$ cat src/rtl/ex_stage_pkg.sv
// Shared CPU constants for the execute stage: widths, opcode encodings and
// the EX/MEM pipeline register layout.
package ex_stage_pkg;

    localparam int unsigned WORD_DATA_W = 32;
    localparam int unsigned WORD_ADDR_W = 30;
    localparam int unsigned REG_ADDR_W  = 5;

    typedef enum logic [3:0] {
        AluOpNop  = 4'd0,
        AluOpAnd  = 4'd1,
        AluOpOr   = 4'd2,
        AluOpXor  = 4'd3,
        AluOpAdds = 4'd4,
        AluOpAddu = 4'd5,
        AluOpSubs = 4'd6,
        AluOpSubu = 4'd7,
        AluOpShrl = 4'd8,
        AluOpShll = 4'd9
    } alu_op_e;

    typedef enum logic [1:0] {
        MemOpNop = 2'd0,
        MemOpLdw = 2'd1,
        MemOpStw = 2'd2
    } mem_op_e;

    typedef enum logic [1:0] {
        CtrlOpNop  = 2'd0,
        CtrlOpWrcr = 2'd1,
        CtrlOpExrt = 2'd2
    } ctrl_op_e;

    typedef enum logic [2:0] {
        IsaExpNoExp     = 3'd0,
        IsaExpExtInt    = 3'd1,
        IsaExpUndefInsn = 3'd2,
        IsaExpOverflow  = 3'd3,
        IsaExpMissAlign = 3'd4,
        IsaExpTrap      = 3'd5,
        IsaExpPrvVio    = 3'd6
    } isa_exp_e;

    // EX/MEM register contents, kept as plain vectors so ports map directly.
    typedef struct packed {
        logic [WORD_ADDR_W-1:0] pc;
        logic                   en;
        logic                   br_flag;
        logic [1:0]             mem_op;
        logic [WORD_DATA_W-1:0] mem_wr_data;
        logic [1:0]             ctrl_op;
        logic [REG_ADDR_W-1:0]  dst_addr;
        logic                   gpr_we_;
        logic [2:0]             exp_code;
        logic [WORD_DATA_W-1:0] out;
    } ex_reg_t;

    // Bubble contents: invalid slot, no side effects, GPR write disabled.
    function automatic ex_reg_t ex_reg_bubble();
        ex_reg_t r;
        r          = '0;
        r.mem_op   = MemOpNop;
        r.ctrl_op  = CtrlOpNop;
        r.gpr_we_  = 1'b1;
        r.exp_code = IsaExpNoExp;
        return r;
    endfunction

endpackage

$ cat src/rtl/ex_alu.sv
// Combinational ALU with signed-overflow detection for ADDS/SUBS.
module ex_alu
    import ex_stage_pkg::*;
(
    input  logic [3:0]             op,
    input  logic [WORD_DATA_W-1:0] a,
    input  logic [WORD_DATA_W-1:0] b,
    output logic [WORD_DATA_W-1:0] out,
    output logic                   of
);

    localparam int unsigned MSB = WORD_DATA_W - 1;

    // Operation select; undefined codes yield zero.
    always_comb begin
        out = '0;
        case (op)
            AluOpNop:  out = a;
            AluOpAnd:  out = a & b;
            AluOpOr:   out = a | b;
            AluOpXor:  out = a ^ b;
            AluOpAdds: out = a + b;
            AluOpAddu: out = a + b;
            AluOpSubs: out = a - b;
            AluOpSubu: out = a - b;
            AluOpShrl: out = a >> b[4:0];
            AluOpShll: out = a << b[4:0];
            default:   out = '0;
        endcase
    end

    // Signed overflow: result sign disagrees with what the operand signs allow.
    always_comb begin
        of = 1'b0;
        case (op)
            AluOpAdds: of = (a[MSB] == b[MSB]) && (out[MSB] != a[MSB]);
            AluOpSubs: of = (a[MSB] != b[MSB]) && (out[MSB] != a[MSB]);
            default:   of = 1'b0;
        endcase
    end

endmodule

$ cat src/rtl/ex_stage.sv
// Execute stage: ALU evaluation, forwarding to decode and the EX/MEM register.
module ex_stage
    import ex_stage_pkg::*;
(
    input  logic                   clk,
    input  logic                   reset,
    input  logic                   stall,
    input  logic                   flush,
    input  logic [WORD_ADDR_W-1:0] id_pc,
    input  logic                   id_en,
    input  logic [3:0]             id_alu_op,
    input  logic [WORD_DATA_W-1:0] id_alu_in_0,
    input  logic [WORD_DATA_W-1:0] id_alu_in_1,
    input  logic                   id_br_flag,
    input  logic [1:0]             id_mem_op,
    input  logic [WORD_DATA_W-1:0] id_mem_wr_data,
    input  logic [1:0]             id_ctrl_op,
    input  logic [REG_ADDR_W-1:0]  id_dst_addr,
    input  logic                   id_gpr_we_,
    input  logic [2:0]             id_exp_code,
    output logic [WORD_DATA_W-1:0] fwd_data,
    output logic [WORD_ADDR_W-1:0] ex_pc,
    output logic                   ex_en,
    output logic                   ex_br_flag,
    output logic [1:0]             ex_mem_op,
    output logic [WORD_DATA_W-1:0] ex_mem_wr_data,
    output logic [1:0]             ex_ctrl_op,
    output logic [REG_ADDR_W-1:0]  ex_dst_addr,
    output logic                   ex_gpr_we_,
    output logic [2:0]             ex_exp_code,
    output logic [WORD_DATA_W-1:0] ex_out
);

    logic [WORD_DATA_W-1:0] alu_out;
    logic                   alu_of;
    logic                   take_of;
    ex_reg_t                ex_q;
    ex_reg_t                ex_d;

    ex_alu u_ex_alu (
        .op  (id_alu_op),
        .a   (id_alu_in_0),
        .b   (id_alu_in_1),
        .out (alu_out),
        .of  (alu_of)
    );

    assign fwd_data = alu_out;

    // Only a valid signed add/sub can turn into an overflow exception.
    assign take_of = id_en && alu_of &&
                     ((id_alu_op == AluOpAdds) || (id_alu_op == AluOpSubs));

    // Next-state selection: stall holds, flush bubbles, overflow kills side effects.
    always_comb begin
        ex_d = ex_q;
        if (stall) begin
            ex_d = ex_q;
        end else if (flush) begin
            ex_d = ex_reg_bubble();
        end else begin
            ex_d.pc          = id_pc;
            ex_d.en          = id_en;
            ex_d.br_flag     = id_br_flag;
            ex_d.mem_wr_data = id_mem_wr_data;
            ex_d.dst_addr    = id_dst_addr;
            ex_d.out         = alu_out;
            if (take_of) begin
                ex_d.mem_op   = MemOpNop;
                ex_d.ctrl_op  = CtrlOpNop;
                ex_d.gpr_we_  = 1'b1;
                ex_d.exp_code = IsaExpOverflow;
            end else begin
                ex_d.mem_op   = id_mem_op;
                ex_d.ctrl_op  = id_ctrl_op;
                ex_d.gpr_we_  = id_gpr_we_;
                ex_d.exp_code = id_exp_code;
            end
        end
    end

    // EX/MEM register with synchronous reset taking priority over stall/flush.
    always_ff @(posedge clk) begin
        if (reset) begin
            ex_q <= ex_reg_bubble();
        end else begin
            ex_q <= ex_d;
        end
    end

    assign ex_pc          = ex_q.pc;
    assign ex_en          = ex_q.en;
    assign ex_br_flag     = ex_q.br_flag;
    assign ex_mem_op      = ex_q.mem_op;
    assign ex_mem_wr_data = ex_q.mem_wr_data;
    assign ex_ctrl_op     = ex_q.ctrl_op;
    assign ex_dst_addr    = ex_q.dst_addr;
    assign ex_gpr_we_     = ex_q.gpr_we_;
    assign ex_exp_code    = ex_q.exp_code;
    assign ex_out         = ex_q.out;

endmodule

$ cat config.mk
export PLATFORM = sky130hd
export DESIGN_NAME = ex_stage
export DESIGN_NICKNAME = d
export VERILOG_FILES = /design/src/rtl/ex_stage_pkg.sv /design/src/rtl/ex_alu.sv /design/src/rtl/ex_stage.sv
export SDC_FILE = /design/constraint.sdc
export NUM_CORES = 1
export LEC_CHECK = 0
export ABC_AREA = 0
export CAP_MARGIN = 30
export CORE_MARGIN = 2
export CORE_UTILIZATION = 40
export DETAILED_ROUTE_END_ITERATION = 10
export GPL_TIMING_DRIVEN = 0
export PLACE_DENSITY = 0.7
export SYNTH_ARGS = -nofsm -noshare
export SYNTH_HDL_FRONTEND = slang
export SYNTH_SLANG_ARGS = --single-unit
export TNS_END_PERCENT = 100
$ cat constraint.sdc
create_clock -name clk -period 4.6 [get_ports clk]
set_input_delay 0.46 -clock clk [delete_from_list [all_inputs] [get_ports clk]]
set_output_delay 0.46 -clock clk [all_outputs]
set_load 0.02 [all_outputs]
# [Yosys cells after proc, flatten, opt, wreduce, memory -nomap -nowiden]
# Cells that the tools add are included.
[op_classes] addsub=2 n_eq_ne=12 shifts=2 muxes=6 bitwise=3 n_reduce_logical=8
[ops] operator="$pmux W32 S8" count=1
[ops] operator="$mux W109" count=1
[ops] operator="$add A32 B32 Y32" count=1
[ops] operator="$and A32 B32 Y32" count=1
[ops] operator="$or A32 B32 Y32" count=1
[ops] operator="$shl A32 B5 Y32" count=1
[ops] operator="$shr A32 B5 Y32" count=1
[ops] operator="$sub A32 B32 Y32" count=1
[ops] operator="$xor A32 B32 Y32" count=1
[ops] operator="$eq A4 B3 Y1 const B" count=4
[ops] operator="$eq A4 B2 Y1 const B" count=2
[ops] operator="$eq A4 B4 Y1 const B" count=2
[ops] operator="$eq A4 B1 Y1 const B" count=1
[ops] operator="$logic_and A1 B1 Y1" count=4
[ops] operator="$logic_not A4 Y1" count=1
[ops] operator="$mux W2" count=2
[ops] operator="$mux W4" count=1
[ops] operator="$reduce_or A2 Y1" count=2
[ops] operator="$ne A1 B1 Y1" count=2
[ops] operator="$pmux W1 S2" count=1
[ops] operator="$eq A1 B1 Y1" count=1
[ops] operator="$logic_or A1 B1 Y1" count=1
[totals] regBits=109 in_bits=149 out_inout_bits=141

# [Depth between registers and ports, before layout]
[depth] depth_word=10 ltp_mapped=19

# [Modules after synthesis]
# Synthesis repeated with hierarchy kept, for this count alone.
[hier_totals] cells_unflattened=1435 hier_area_um2=11068.1
[modules_own_cells] mod="ex_alu" n_inst=1 cells_each=1058 area_each_um2=7393.3
[modules_own_cells] mod="ex_stage" n_inst=1 cells_each=377 area_each_um2=3674.8

# [Worst setup path before layout]
# OpenSTA, ideal clock, no wires.
[synth_path] path_type="input to output" start="input id_alu_in_1[2]" end="output fwd_data[28]" t_arrival_ns=4.198 t_required_ns=4.140 setup_slack_ns=-0.058 stages=17 n_path_buf=2 path_cell_list="buf_6 -> or4_4 -> nor3_4 -> nand2_1 -> nor3_1 -> a31oi_1 -> xnor2_1 -> ha_1 -> clkbuf_1 -> and2_1 -> a221oi_1 -> a21oi_1 -> a22o_1 -> a21oi_1 -> o21ai_0 -> mux2i_1 -> o21ai_0"
[synth_via] elab_chain_cells=2 word_cells_on_any_way=5
[synth_rtl] element="start, declared" line_no="ex_stage.sv:13" rtl="input logic [WORD_DATA_W-1:0] id_alu_in_1,"
[synth_rtl] element="$sub A32 B32 Y32 (tied with other cells)" line_no="ex_alu.sv:24, ex_alu.sv:25"
[synth_rtl] element="$pmux W32 S8 *" line_no="ex_alu.sv:17" rtl="case (op)"
[synth_rtl] element="end, declared" line_no="ex_stage.sv:21" rtl="output logic [WORD_DATA_W-1:0] fwd_data,"
# Mark *: on every way between the ends. The rest lies on a longest branch, timed or not.

# [Worst setup path after layout]
[layout_path] start="input id_alu_in_1[5]" end="output fwd_data[31]"
[layout_via] elab_chain_cells=2 word_cells_on_any_way=3
[layout_rtl] element="$sub A32 B32 Y32 or $add A32 B32 Y32 (tied branches)"
[layout_rtl] element="$pmux W32 S8 *" line_no="ex_alu.sv:17"
# Marked as above.

==> metrics.md <==
| Metric | Value |
|---|---|
| Most used flip-flop cell after synthesis | dfxtp_1 |
| LEAKAGE | 0.00679 µW |
| Synth top area share | 18.9% |
| #FFs+latches synth | 109 |
| Global-route wire length before repair | 88,000 µm |
| Via density per instance | 6.40 |
| Layout cells sized above 1 | 18.8% |
| Die ar. | 30,200 µm² |
| Synth cell types | 79 |
| Clock buffer depth | 2 |
| I/O pin total | 290 |
| Hold Crit Start | ex_out[17] |
| Failing checks | negative setup slack |
| Multi-input logic area | 9100 µm² |
| Worst Hold Class | register to register |
| Number of synthesized flops with an enable pin | 0 |
| Num CTS Buffers | 9 |
| Critical-path maximum fanout | 9 |
| Die height | 174 µm |
| Final Cycle Share | 101% |
| Data required time of the worst path | 4.14 ns |
| Ys async rst share | 0% |
| Power density over the cells | 232 nW/µm² |
| Fmax | 215 MHz |
| Largest net degree at the start of global routing | 24 |
| Final Hold Viols | 0 |
| Cell taking the most area after synthesis | dfxtp_1 |
| Antenna-violating nets left | 0 |
| Final WS setup | -0.0551 ns |
| CP arrival | 4.20 ns |
| Area growth syn-to-layout | 42.6% |
| Time the worst path needs with I/O delays and setup | 4.66 ns |
| Final WL | 61,800 µm |
| R2R setup slack | 3.79 ns |
| Gr ovfl total | 0 |
| Reg2reg start | ex_out[28] |
| Placement row count | 62 |
| Most frequent cells in the layout | clkdlybuf4s50_1 (238), nor2_1 (174), dfxtp_1 (109) |
| CTS root buf | clkbuf_16 |
| Worst-path clk slew | 0.08 ns |
| Ys Warns | 0 |
| Clk sinks | 109 |
| RSZ-0062 raised after global routing | true |
| CP Launch Type | primary input |
| Fill cells | 2,685 |
| Storage element area | 2180 µm² |
| Sequential cell area fraction in the yosys report | 18.9% |
| Global Route Usage Sum | 39.2% |
| Worst-margin pin slew | 1.00 ns |
| DRC violations left | 0 |
| Number of diodes | 0 |
| Post-Place Cells | 2,070 |
| Hold-fix buffers, CTS | 0 |
| Crit. End Element | output pin |
| CTS tree | done |
| Top cells by area, synth | dfxtp_1 (19%), mux4_2 (12%), ha_1 (11%) |
| Setup TNS | -0.194 ns |
| Skew-Pair Late Insertion Delay | 0.35 ns |
| Grt met2 use | 63.8% |
| Total Nets Final | 2,007 |
| Port Buffers | 286 |
| Non-filler cells, final | 2,149 |
| Post-synth net total | 1,643 |
| Gp weighted congestion | 1.04 |
| Global-route track usage on met1 | 49.8% |
| Initial DRC count | 1,561 |
| Vias post-DR | 13,700 |
| Critical path class | primary input to output pin |
| Initial antenna violation count | 1 |
| DP HPWL | 49,400 µm |
| Busiest grt layer | met2 |
| Syn Area/Cell | 8.27 µm² |
| Commonest non-fill, non-tap cell in the layout | clkdlybuf4s50_1 |
| Slew HR | 32.3% |
| Wire per inst | 28.8 µm |
| Die span in x | 174 µm |
| MaxCap Viol Count | 0 |
| Design Area, Final | 16,500 µm² |
| Peak VDD IR | 150 µV |
| CTS H-tree lvls | 3 |
| Syn Std Cell Area | 11,500 µm² |
| Setup WS pre-CTS | -2.63 ns |
| Initial Utilization | 40.4% |
| Placed inst area | 14,900 µm² |
| GR met3 Demand/Resource | 6.47% |
| Core area | 28,500 µm² |
| Gate Count Post-Synth | 1,396 |
| Max-slew violations | 0 |
| First-pass DRT Iterations | 6 |
| Critical Path Start | id_alu_in_1[5] |
| Status | finished with violations |
| Power Total | 3820 µW |
| Vias in the first global route | 12,800 |
| Setup Viol. Count Final | 5 |
| Final Skew | 0 ns |
[power by group]
part / internal, µW / switching (µW)
Sequential: 981 / 20.6
Clock: 402 / 431
Combinational: 830 / 1160
Total: 2210 / 1610
[per-stage QoR]
stage / util (%) / hold slack [ns]
after floorplan: - / 0.536
after global placement: 52.2 / 0.442
after detailed placement: 52.3 / 0.446
after CTS: 56.7 / 0.464
after global routing: 57.7 / 0.493
final: 57.7 / 0.462
[per-layer routing]
layer | wire, µm | share of wire, %
met5 | 0 | 0
met4 | 4300 | 7.0
met3 | 5630 | 9.1
met2 | 27800 | 45
met1 | 24100 | 39
[repair_timing]
| action | in CTS | in global routing |
|---|---|---|
| resized for setup | 269 | 67 |
| setup endpoints to repair | 70 | 23 |
| setup buffers | 54 | 21 |
| pin swaps | 48 | 49 |
[final cells by class]
cell class	instances	area share [%]
repair buffers	364	20.8
plain buffers	111	3.98
inverters	76	1.86
clock inverters	7	0.555
clock buffers	9	1.37
flip-flops and latches	109	13.3
multi-input cells	1089	55.3
well taps	384	2.92
[synthesized netlist by cell type (21+ instances only)]
library cell / n
clkbuf_1: 79
o21ai_0: 73
nand2_1: 80
mux4_2: 62
mux2i_1: 73
a22o_1: 35
xnor2_1: 46
nor2_1: 181
dfxtp_1: 109
a22oi_1: 76
nor3_1: 21
ha_1: 97
inv_1: 74
a21oi_1: 73
nand3_1: 22
o22ai_1: 30
[final timing paths]
path,endpoint,cells after the start
min reg2reg,ex_out[17],2
min,ex_out[17],2
max reg2reg,ex_out[28],3
max,fwd_data[31],18
[registers in the layout, indices dropped and copies added, names as in the netlist]
signal	flops
ex_br_flag	1
ex_mem_wr_data	32
ex_out	32
ex_en	1
ex_dst_addr	5
ex_pc	30
ex_exp_code	3
ex_gpr_we_	1
ex_mem_op	2
ex_ctrl_op	2
[kinds of logic (layout without fill, tap and decap cells)]
logic type	after synthesis	in the layout	share of synthesized area, %
AND/OR/NAND/NOR	361	361	13.9
adder cells (fa/ha/maj)	98	98	10.7
buffers and inverters	198	567	7.14
multiplexers	142	142	19.1
flip-flops	109	109	18.9
XOR/XNOR	55	55	4.24
AO/OA/AOI/OAI	433	433	26.0
[critical path, cell delays in order]
cell      delay [ns]
buf_6           0.10
or4_4           0.59
nor2_4          0.13
nand4_1         0.23
buf_4           0.21
nand2b_4        0.15
buf_4           0.16
o41ai_4         0.22
xnor2_1         0.18
ha_1            0.29
clkbuf_4        0.20
nand2_2         0.15
nor2_2          0.07
and3_4          0.20
a211oi_4        0.31
xnor2_2         0.13
o211ai_4        0.22
buf_6           0.16
Power figures use the tool's default switching activity.
